`src/rtl/accum_ctrl_pkg.sv`:
```
// Shared types and defaults for the accumulate sequencer.
// State encoding, entry width and default timing.
package accum_ctrl_pkg;

  typedef enum logic [1:0] {
    ST_IDLE = 2'd0,
    ST_REQ  = 2'd1,
    ST_LOCK = 2'd2
  } state_t;

  localparam int DEPTH_DEF  = 4;
  localparam int Y_W_DEF    = 4;
  localparam int ENT_W      = Y_W_DEF + 1;
  localparam int TO_CYC_DEF = 15;
  localparam int DROP_W_DEF = 8;

endpackage

```
`src/rtl/accum_evt_fifo.sv`:
```
// Small synchronous FIFO holding {dir, operand} detent entries.
// Occupancy carries one extra bit so full and empty differ.
module accum_evt_fifo #(
  parameter int DEPTH = 4,
  parameter int W     = 5,
  localparam int AW   = $clog2(DEPTH)
) (
  input  logic          clk,
  input  logic          rst_n,
  input  logic          push,
  input  logic          pop,
  input  logic          flush,
  input  logic [W-1:0]  din,
  output logic [W-1:0]  dout,
  output logic [AW:0]   count,
  output logic          full,
  output logic          empty
);

  logic [W-1:0]  mem [DEPTH];
  logic [AW-1:0] wr_ptr;
  logic [AW-1:0] rd_ptr;
  logic          do_push;
  logic          do_pop;

  assign full    = (count == (AW+1)'(DEPTH));
  assign empty   = (count == '0);
  assign do_pop  = pop & ~empty;
  // a pop frees the slot this same cycle, so a full push is allowed
  assign do_push = push & (~full | do_pop);
  assign dout    = mem[rd_ptr];

  always_ff @(posedge clk) begin
    if (do_push && !flush)
      mem[wr_ptr] <= din;
  end

  always_ff @(posedge clk or negedge rst_n) begin
    if (!rst_n) begin
      wr_ptr <= '0;
      rd_ptr <= '0;
      count  <= '0;
    end else if (flush) begin
      wr_ptr <= '0;
      rd_ptr <= '0;
      count  <= '0;
    end else begin
      if (do_push)
        wr_ptr <= wr_ptr + AW'(1);
      if (do_pop)
        rd_ptr <= rd_ptr + AW'(1);
      unique case ({do_push, do_pop})
        2'b10:   count <= count + (AW+1)'(1);
        2'b01:   count <= count - (AW+1)'(1);
        default: count <= count;
      endcase
    end
  end

endmodule

```
`src/rtl/accum_seq_ctrl.sv`:
```
// Sequencer from rotary detents to the accumulate adder.
// Queues detents, issues req/ack ops, locks on overflow or stall.
module accum_seq_ctrl
  import accum_ctrl_pkg::*;
#(
  parameter int DEPTH  = DEPTH_DEF,
  parameter int Y_W    = Y_W_DEF,
  parameter int TO_CYC = TO_CYC_DEF,
  parameter int DROP_W = DROP_W_DEF,
  localparam int CW    = $clog2(DEPTH) + 1
) (
  input  logic              clk,
  input  logic              rst_n,
  input  logic              rot_event,
  input  logic              rot_dir,
  input  logic [Y_W-1:0]    y,
  input  logic              clr,
  output logic              add_req,
  output logic              add_dir,
  output logic [Y_W-1:0]    add_opd,
  input  logic              add_ack,
  input  logic              add_ovf,
  output logic              acc_clr,
  output logic [CW-1:0]     pending,
  output logic              locked,
  output logic              timeout,
  output logic [DROP_W-1:0] dropped
);

  localparam int E_W = Y_W + 1;
  localparam int WW  = $clog2(TO_CYC + 1);

  state_t        state;
  logic [WW-1:0] wcnt;
  logic [E_W-1:0] head;
  logic          full;
  logic          empty;
  logic          push_try;
  logic          push;
  logic          pop;
  logic          drop;
  logic          more;

  // clr outranks both a new detent and a completing ack
  assign push_try = rot_event & ~clr;
  assign pop      = (state == ST_REQ) & add_ack & ~clr;
  assign push     = push_try & (state != ST_LOCK);
  assign drop     = push_try & ((state == ST_LOCK) | (full & ~pop));
  assign more     = (pending > CW'(1)) | push;

  assign add_dir = add_req & head[E_W-1];
  assign add_opd = add_req ? head[Y_W-1:0] : '0;

  accum_evt_fifo #(
    .DEPTH (DEPTH),
    .W     (E_W)
  ) u_fifo (
    .clk   (clk),
    .rst_n (rst_n),
    .push  (push),
    .pop   (pop),
    .flush (clr),
    .din   ({rot_dir, y}),
    .dout  (head),
    .count (pending),
    .full  (full),
    .empty (empty)
  );

  always_ff @(posedge clk or negedge rst_n) begin
    if (!rst_n) begin
      state   <= ST_IDLE;
      add_req <= 1'b0;
      acc_clr <= 1'b0;
      locked  <= 1'b0;
      timeout <= 1'b0;
      dropped <= '0;
      wcnt    <= '0;
    end else if (clr) begin
      state   <= ST_IDLE;
      add_req <= 1'b0;
      acc_clr <= 1'b1;
      locked  <= 1'b0;
      timeout <= 1'b0;
      dropped <= '0;
      wcnt    <= '0;
    end else begin
      acc_clr <= 1'b0;
      if (drop && dropped != '1)
        dropped <= dropped + DROP_W'(1);
      unique case (state)
        ST_IDLE: begin
          // a same-cycle push lets req rise the cycle after the detent
          if (push || !empty) begin
            state   <= ST_REQ;
            add_req <= 1'b1;
            wcnt    <= '0;
          end
        end
        ST_REQ: begin
          if (add_ack) begin
            wcnt <= '0;
            if (add_ovf) begin
              locked  <= 1'b1;
              add_req <= 1'b0;
              state   <= ST_LOCK;
            end else if (!more) begin
              add_req <= 1'b0;
              state   <= ST_IDLE;
            end
          end else if (wcnt == WW'(TO_CYC - 1)) begin
            timeout <= 1'b1;
            add_req <= 1'b0;
            state   <= ST_LOCK;
          end else begin
            wcnt <= wcnt + WW'(1);
          end
        end
        ST_LOCK: add_req <= 1'b0;
        default: begin
          state   <= ST_IDLE;
          add_req <= 1'b0;
        end
      endcase
    end
  end

endmodule

```
`config.mk`:
```
export PLATFORM = sky130hd
export DESIGN_NAME = accum_seq_ctrl
export DESIGN_NICKNAME = d
export VERILOG_FILES = /design/src/rtl/accum_ctrl_pkg.sv /design/src/rtl/accum_evt_fifo.sv /design/src/rtl/accum_seq_ctrl.sv
export SDC_FILE = /design/constraint.sdc
export NUM_CORES = 1
export LEC_CHECK = 0
export ABC_CLOCK_PERIOD_IN_PS = 5070
export CAP_MARGIN = 10
export CORE_ASPECT_RATIO = 1.25
export CORE_MARGIN = 8
export CORE_UTILIZATION = 45
export CTS_CLUSTER_SIZE = 25
export DETAILED_ROUTE_END_ITERATION = 7
export PLACE_DENSITY = 0.74
export SETUP_SLACK_MARGIN = 0.15
export SLEW_MARGIN = 5
export SYNTH_ARGS = -nofsm -noshare
export SYNTH_HDL_FRONTEND = slang
export SYNTH_SLANG_ARGS = --single-unit
export TNS_END_PERCENT = 5
```
`constraint.sdc`:
```
create_clock -name clk -period 5.07 [get_ports clk]
set_input_delay 0.507 -clock clk [delete_from_list [all_inputs] [get_ports clk]]
set_output_delay 0.507 -clock clk [all_outputs]
set_load 0.01 [all_outputs]
```
-- After elaboration in Yosys (flattened, before gate mapping)
Memories as Yosys holds them, arrays and structs flattened.
Cells that the tools add are included.
- register bits after elaboration: 25
- memories kept: 1
- input bits: 11
- RAM bits: 20
- output and inout port bits: 20
- word-level logic and storage cells: 108
- memory list (memory ; words ; width ; read ports ; clocked after memory_dff ; write ports ; line ; source):
    u_fifo.mem ; 4 ; 5 ; 1 ; 0 ; 1 ; accum_evt_fifo.sv:20 ; logic [W-1:0] mem [DEPTH];
- add/sub/neg operators: 6
- reductions and logical operators: 21
- magnitude comparators: 1
- bitwise operators: 16
- eq/ne operators: 14
- muxes and demuxes: 39
- operator list (kind ; count):
    $mux W2 ; 10
    $mux W4 ; 5
    $mux W1 ; 17
    $mux W8 ; 2
    $reduce_bool A2 Y1 ; 7
    $reduce_and A3 Y1 ; 4
    $and A1 B1 Y1 ; 9
    $add A8 B1 Y8 const B ; 1
    $ne A8 B8 Y1 const B ; 1
    $pmux W4 S2 ; 1
    $ne A2 B2 Y1 const B ; 3
    $pmux W2 S3 ; 1
    $pmux W3 S2 ; 1
    $reduce_bool A3 Y1 ; 2
    $ne A5 B5 Y1 const B ; 1
    $add A2 B1 Y2 const B ; 2
    $add A4 B1 Y4 const B ; 1
    $eq A2 B1 Y1 const B ; 2
    $eq A2 B2 Y1 const B ; 2
    $eq A4 B4 Y1 const B ; 1
    $ne A4 B3 Y1 const B ; 1
    $ne A4 B4 Y1 const B ; 1
    $not A1 Y1 ; 4
    $reduce_and A4 Y1 ; 1
    13 further kinds ; 17

-- Longest topological paths before layout
Gate-level depths: netlist (run 1).
- depth in word-level cells: 10
- gate-level depth with buffers: 6
- mapped depth without buffers: 6

-- By module
Synthesis (run 1) repeated with hierarchy kept, for this count alone.
- cells, all modules: 204
- area, all modules: 2368.5 um^2
- modules (own cells, without submodules) (module ; cells an instance ; area each (um^2) ; instances ; seq. area each (um^2)):
    accum_evt_fifo ; 91 ; 1322.5 ; 1 ; 775.7
    accum_seq_ctrl ; 113 ; 1046.0 ; 1 ; 450.4

-- Worst setup path after synthesis (run 1)
OpenSTA, ideal clock, no wires.
- kind: register to register
- start: register u_fifo.count[1]
- end: register dropped[5]
- path slack: 3.042 ns
- required time: 4.942 ns
- arrival: 1.901 ns
- clock period less this slack: 2.028 ns
- stages on the path, launching flop included: 7
- setup time: 0.128 ns
- buffers on the path: 0
- cell sequence: dfrtp_1 > inv_1 > ha_1 > nand2_1 > a211o_1 > a2111oi_2 > mux2_1
- cells in the longest elaborated chain, start to end: 6
- ends and longest elaborated chain (item ; line ; source):
    start, declared ; accum_evt_fifo.sv:15 ; output logic [AW:0] count,
    start signal, assigned ; accum_evt_fifo.sv:53 ; 2'b10: count <= count + (AW+1)'(1);
    start signal, assigned ; accum_evt_fifo.sv:54 ; 2'b01: count <= count - (AW+1)'(1);
    start signal, assigned ; accum_evt_fifo.sv:55 ; default: count <= count;
    $eq A3 B3 Y1 ; accum_evt_fifo.sv:26 ; assign full = (count == (AW+1)'(DEPTH));
    $and A1 B1 Y1 ; accum_seq_ctrl.sv:48 ; assign drop = push_try & ((state == ST_LOCK) | (full & ~pop));
    $or A1 B1 Y1 ; accum_seq_ctrl.sv:48 ;
    $and A1 B1 Y1 ; accum_seq_ctrl.sv:48 ;
    $logic_and A1 B1 Y1 ; accum_seq_ctrl.sv:89 ; if (drop && dropped != '1)
    $reduce_bool A2 Y1 (no source line) ; -- ;
    end signal, assigned ; accum_seq_ctrl.sv:90 ; dropped <= dropped + DROP_W'(1);
    end, declared ; accum_seq_ctrl.sv:27 ; output logic [DROP_W-1:0] dropped
Every way passes these cells.
A chain may end at the register's enable or synchronous reset.

-- Worst setup path after layout (run 1)
- start: input port clr
- end: memory u_fifo.mem[1][0], enable pin
- cells in the longest elaborated chain, start to end: 8
- elaborated cells on any way between the ends: 11
- classes of those cells: mux: 2; bitwise: 7; reduce/logical: 2
- ends and longest elaborated chain (item ; line ; source):
    start, declared ; accum_seq_ctrl.sv:17 ; input logic clr,
    $not A1 Y1 ; accum_seq_ctrl.sv:45, accum_seq_ctrl.sv:46 ;
    $and A1 B1 Y1 ; accum_seq_ctrl.sv:46 ; assign pop = (state == ST_REQ) & add_ack & ~clr;
    $and A1 B1 Y1 ; accum_evt_fifo.sv:28 ; assign do_pop = pop & ~empty;
    $or A1 B1 Y1 ; accum_evt_fifo.sv:30 ; assign do_push = push & (~full | do_pop);
    $and A1 B1 Y1 ; accum_evt_fifo.sv:30 ;
    $logic_and A1 B1 Y1 (*) ; accum_evt_fifo.sv:34 ; if (do_push && !flush)
    $mux W1 (*) ; accum_evt_fifo.sv:34 ;
    $mux W1 (implied by the code) (*) ; accum_evt_fifo.sv:35 ; mem[wr_ptr] <= din;
    end, declared ; accum_evt_fifo.sv:20 ;
Every way passes the cells marked *; elsewhere a longest branch is shown, timed or not.

==> flow_summary_export.csv, run 1 <==
group,metric,value,unit
outcome,outcome,"completed",
grt,grt_max_degree,28,
floorplanning,core_area,5010,um2
worst_setup_path,crit_path_top_delay_cell,"clkdlybuf4s50_1",
synthesis,syn_area_per_cell,12.1,um2
cts,cts_resized,0,
synthesis,synthCells,190,
drt,wl_per_cell,16.3,um
synthesis,synth_cell_type_count,48,
grt,grt_antenna_before_repair,0,
worst_setup_path,critPathMaxStageDelay,0.89,ns
grt,grt.total_usage,0.129,
place,port_buffers,30,
synthesis,ys_top_cells_by_area,"dfrtp_1 (27%), edfxtp_1 (26%), ha_1 (6.0%), mux4_2 (4.9%), and2_1 (2.7%)",
cts,numCtsBuffers,5,
timing,setup_viol_count_final,0,
synthesis,netlist.area_leader.share,0.272,
timing,fin_skew,0.00321,ns
timing,tightest_slew,0.935,ns
hold_path,hold_path_startpoint,"locked",
synthesis,syn_nets,212,
worst_setup_path,cp-end-kind,"flip-flop",
final_layout,nNetsFinal,246,
grt,grt_pass1_vias,1613,
timing,rsz0062_at_grt,"no",
timing,setup_ws,2.14,ns
place,pre_cts_ws,1.88,ns
synthesis,synth_edf_count,20,
timing,fin_crit_sh,0.578,
worst_setup_path,critPathRequiredTime,5.06,ns
drt,antenna_left,0,
timing,finalSetupTns,0,ns
power,p_leak,1.06,nW
synthesis,synth.ff_latch_count,45,
drt,drt_pass1_iterations,4,
final_layout,antenna-diode-count,0,
cts,cts_tree,"built",
drt,drt_iter0_drc,113,
cts,cts-root-buf,"clkbuf_8",
drt,viasPerCell,5.54,
drt,drc_errors,0,
place,place_area,2670,um2
worst_setup_path,critical_path_class,"in -> reg",
place,place_inst,279,
flow_run,maxCapViolations,0,
synthesis,synth-main-ff-cell,"dfrtp_1",
power,powerDensity,374,nW/um2
final_layout,fin_cells,287,
power,ir_drop,0.192,mV
worst_setup_path,worstReg2RegStart,"u_fifo.count[1]",
final_layout,utilization,0.556,
synthesis,synth_area,2300,um2
worst_setup_path,critical-path-top-delay-family,"buffers and inverters",
drt,vias,1589,
timing,slew_headroom,0.375,
synthesis,ys_seq_area_frac,0.533,
worst_setup_path,crit_fanout,27,
place,place_hpwl,3360,um
synthesis,synth_warnings,0,
worst_setup_path,crit_start,"clr",
place,gp_congestion,0.864,
cts,cts_sinks,45,
floorplanning,die_w,79.9,um
timing,finalMaxSlewViolations,0,
cts,path_clk_slew,0.08,ns
synthesis,async_flop_share,0.556,
synthesis,synth.most_common_cell,"dfrtp_1",
floorplanning,initial_utilization,0.459,
cts,ctsHoldBuffers,0,
timing,finalCriticalPeriod,2.93,ns
worst_setup_path,crit_buf_inv,1,
worst_setup_path,cp-start-kind,"primary input",
timing,hold_viol_final,0,
timing,clock.fmax,0.341,GHz
synthesis,synth_common_cells,"dfrtp_1 (25), edfxtp_1 (20), ha_1 (11)",
drt,wirelength,4660,um
final_layout,areaGrowthSynthToFinish,21.1,%
floorplanning,boundaryPins,31,
cts,post_cts_buffers,0,
floorplanning,die-height,95.9,um
cts,clock_path_buffers,2,
worst_setup_path,worstPathArrival,2.92,ns
hold_path,hold_path.class,"reg -> reg",
floorplanning,dieArea,7670,um2
floorplanning,rows,29,
final_layout,final_area,2790,um2
grt,grt_first_pass_wirelength,7760,um
final_layout,drive_gt1_frac,0.0933,
cts,clk_latency,0.30,ns
synthesis,post-synth-top-area-cell,"dfrtp_1",
cts,htree_num_levels,2,
grt,grt.overflow.total,0,
worst_setup_path,crit_chain,"clkdlybuf4s50_1 > nand4bb_1 > a311oi_2 > and2_1",
[worst min-delay path, cell delays in order (launching register included)]
cell and delay [ns]:
dfrtp_1 0.35, a31oi_1 0.04, nor2_1 0.08
[cell families (layout without fill, tap and decap cells)]
group / Yosys count / in the layout / synth area share
fa+ha+maj: 11 / 11 / 0.0598
compound gates: 39 / 39 / 0.125
mux: 11 / 11 / 0.0762
simple gates: 68 / 68 / 0.173
xor+xnor: 3 / 3 / 0.0114
buf+inv: 13 / 48 / 0.0212
flops: 45 / 45 / 0.533
[stage by stage]
step	hold WS (ns)	power (mW)
after floorplan	0.211	0.655
after global placement	0.486	0.769
after detailed placement	0.498	0.775
after CTS	0.517	1.05
after global routing	0.555	1.10
final	0.514	1.04
[sequential cells by signal, indices dropped and copies added (netlist names)]
name,count
u_fifo.wr_ptr,2
u_fifo.rd_ptr,2
dropped,8
timeout,1
u_fifo.count,3
add_req,1
acc_clr,1
wcnt,4
locked,1
u_fifo.mem,20
state,2
[worst paths after layout]
| path | endpoint | slack (ns) | depth (start not counted) |
|---|---|---|---|
| max in group asynchronous | u_fifo.count[0] | 4.27 | 2 |
| setup reg to reg | dropped[5] | 2.86 | 6 |
| min in group asynchronous | u_fifo.rd_ptr[0] | 0.56 | 2 |
| hold / removal | locked | 0.51 | 2 |
| setup / recovery | u_fifo.mem[1][0] | 2.14 | 4 |
| hold reg to reg | locked | 0.51 | 2 |
[layout make-up]
type	count	area (um2)
repair buffers	31	308
flip-flops and latches	45	1230
fillers	428	2220
multi-input cells	132	1020
inverters	9	33.8
well taps	62	77.6
clock buffers	5	68.8
clock inverters	3	46.3
[power breakdown]
part	internal [mW]	leakage [nW]	switching, mW
registers	0.417	0.521	0.0518
clock network	0.147	0.0543	0.125
logic	0.154	0.482	0.145
[layout by cell type (no fill, tap or decap), types with 5 or more instances in the layout]
master and n:
and2_1 10, nand2b_1 8, clkbuf_8 5, clkdlybuf4s50_1 30, a31oi_1 5, nand2_1 9, dfrtp_1 25, nor2_1 10
edfxtp_1 20, ha_1 11, mux4_2 5, a21oi_1 9, inv_1 9, nor2b_1 7, nand3_1 9
[per-layer routing]
metal,vias to the layer above,track usage,wire [um]
li1,772,-,-
met2,29,0.205,2330
met5,-,0,0
met1,781,0.159,2050
met3,7,0.0346,190
met4,0,0.0653,85
Note: power is estimated with default switching activity, not from simulation.
==> run 2, diff against run 1 <==
--- a/config.mk
+++ b/config.mk
@@ -5,14 +5,14 @@
 export SDC_FILE = /design/constraint.sdc
 export NUM_CORES = 1
 export LEC_CHECK = 0
-export ABC_CLOCK_PERIOD_IN_PS = 5070
+export ABC_CLOCK_PERIOD_IN_PS = 2400
 export CAP_MARGIN = 10
 export CORE_ASPECT_RATIO = 1.25
 export CORE_MARGIN = 8
 export CORE_UTILIZATION = 45
 export CTS_CLUSTER_SIZE = 25
 export DETAILED_ROUTE_END_ITERATION = 7
-export PLACE_DENSITY = 0.74
+export PLACE_DENSITY = 0.77
 export SETUP_SLACK_MARGIN = 0.15
 export SLEW_MARGIN = 5
 export SYNTH_ARGS = -nofsm -noshare
==> constraint.sdc (replaced) <==
create_clock -name clk -period 2.4 [get_ports clk]
set_input_delay 0.24 -clock clk [delete_from_list [all_inputs] [get_ports clk]]
set_output_delay 0.24 -clock clk [all_outputs]
set_load 0.01 [all_outputs]
==> run 2 against run 1 <==
Net effect: clock power increased by 74%; critical path type is now reg -> reg; die area is the same; core utilization rose by 0.55 points; largest cell class unchanged.
==> flow_summary_export.csv, run 2 (synthesis gave the netlist of run 1 again) <==
group,metric,value,unit
outcome,outcome,"completed",
timing,slew_headroom,0.688,
cts,ctsHoldBuffers,0,
timing,finalMaxSlewViolations,0,
drt,drt_pass1_iterations,4,
worst_setup_path,reg2regPathDepth,6,
drt,viasPerCell,5.50,
drt,drt_iter0_drc,107,
final_layout,final_area,2810,um2
final_layout,antenna-diode-count,0,
final_layout,areaGrowthSynthToFinish,22.3,%
timing,finalSetupTns,0,ns
place,place_inst,284,
final_layout,regMostFlops,"u_fifo.mem",
worst_setup_path,critPathMaxStageDelay,0.46,ns
drt,vias,1611,
grt,grt_antenna_before_repair,0,
place,pre_cts_ws,0.155,ns
final_layout,nNetsFinal,252,
timing,setup_ws,0.215,ns
grt,grt_max_degree,26,
drt,wl_per_cell,15.0,um
timing,tightest_slew,0.461,ns
final_layout,final_cell_mix,"clkdlybuf4s50_1 (29), dfrtp_1 (24), edfxtp_1 (20)",
worst_setup_path,worstPathArrival,2.37,ns
final_layout,reg_top3,"u_fifo.mem (20), dropped (8), wcnt (4)",
timing,hold_viol_final,0,
grt,grt.overflow.total,0,
worst_setup_path,cp-endpoint,"dropped[5]",
floorplanning,rows,29,
place,gp_congestion,0.901,
cts,cts_tree,"built",
worst_setup_path,crit_path_top_delay_cell,"dfrtp_1",
final_layout,largest_register_ffs,20,
final_layout,fillers,423,
worst_setup_path,cp-start-kind,"flip-flop",
drt,drc_errors,0,
power,ir_drop,0.401,mV
hold_path,hold_path.class,"in -> async",
worst_setup_path,critical_path_class,"reg -> reg",
timing,clock.fmax,0.458,GHz
grt,grt.total_usage,0.124,
power,p_leak,1.09,nW
timing,fin_skew,0.00495,ns
floorplanning,initial_utilization,0.459,
grt,grt_pass1_vias,1575,
final_layout,utilization,0.562,
timing,rsz0062_at_grt,"yes",
final_layout,final_common_cell,"clkdlybuf4s50_1",
floorplanning,dieArea,7670,um2
place,place_area,2710,um2
cts,clock_path_buffers,2,
worst_setup_path,r2r_end,"dropped[5]",
timing,fin_crit_sh,0.910,
worst_setup_path,critPathRequiredTime,2.58,ns
cts,path_clk_slew,0.09,ns
worst_setup_path,cp-end-kind,"flip-flop",
worst_setup_path,crit_chain,"inv_1 > ha_1 > nand2_1 > a211o_1 > a2111oi_2 > mux2_1",
drt,antenna_left,0,
cts,htree_num_levels,2,
grt,grt_first_pass_wirelength,7600,um
power,powerDensity,745,nW/um2
worst_setup_path,crit_start,"u_fifo.count[1]",
flow_run,maxCapViolations,0,
cts,cts-root-buf,"clkbuf_8",
worst_setup_path,worstReg2RegStart,"u_fifo.count[1]",
final_layout,drive_gt1_frac,0.121,
timing,finalCriticalPeriod,2.19,ns
final_layout,fin_cells,293,
floorplanning,core_area,5010,um2
place,place_hpwl,3210,um
worst_setup_path,crit_fanout,7,
cts,cts_sinks,45,
power,total_power,2.10,mW
cts,numCtsBuffers,5,
place,port_buffers,30,
timing,setup_viol_count_final,0,
cts,clk_latency,0.30,ns
floorplanning,boundaryPins,31,
worst_setup_path,r2r_slack,0.21,ns
floorplanning,die_w,79.9,um
floorplanning,die-height,95.9,um
drt,wirelength,4390,um
timing,whs,0.297,ns
run 2: cell count changes in the layout (fill, tap and decap cells not counted), sizes merged:
cell,previous run,this run
buf,1,7
bufinv,1,0
clkdlybuf4s50,30,29
dlymetal6s2s,0,1
inv,9,10
run 2: cell type report:
type	instances	area (um2)	share of cell area
Inverter	9	33.8	0.0120
Clock inverter	3	25.0	0.00890
Sequential cell	45	1230	0.436
Clock buffer	5	68.8	0.0245
Timing Repair Buffer	37	355	0.126
Multi-Input combinational cell	132	1020	0.364
Tap cell	62	77.6	0.0276
run 2: report_power, final:
| group | switching (mW) | total, mW | internal (mW) | leakage [nW] |
|---|---|---|---|---|
| Clock | 0.264 | 0.475 | 0.210 | 0.0447 |
| Combinational | 0.295 | 0.628 | 0.333 | 0.529 |
| Sequential | 0.113 | 0.994 | 0.881 | 0.520 |
run 2: layer usage:
layer / GRT usage / wire [um]
met5: 0 / 0
met2: 0.200 / 2220
met3: 0.0308 / 138
met4: 0.0502 / 65
met1: 0.155 / 1970
run 2: worst min-delay path by stage:
stage          startpoint  cells after the start      end  slack (ns)
2_1_floorplan       rst_n                      0  acc_clr       -0.06
3_3_place_gp       locked                      2   locked        0.48
3_5_place_dp       locked                      2   locked        0.51
4_1_cts             rst_n                      2  wcnt[1]        0.30
5_1_grt             rst_n                      2  wcnt[1]        0.35
6_report            rst_n                      2  timeout        0.30
run 2: critical path: cells and delay by family (launching register included):
family	cells	cell delay [ns]
AOI/OAI and AO/OA	2	0.70
adders and majority gates	1	0.29
buffers and inverters	1	0.15
DFF	1	0.46
muxes	1	0.35
and+or+nand+nor	1	0.12
run 2: timing repair:
item | in CTS | in global routing
endpoints found under the setup margin | 5 | 6
setup buffers | 1 | 0
gates resized for setup | 1 | 1
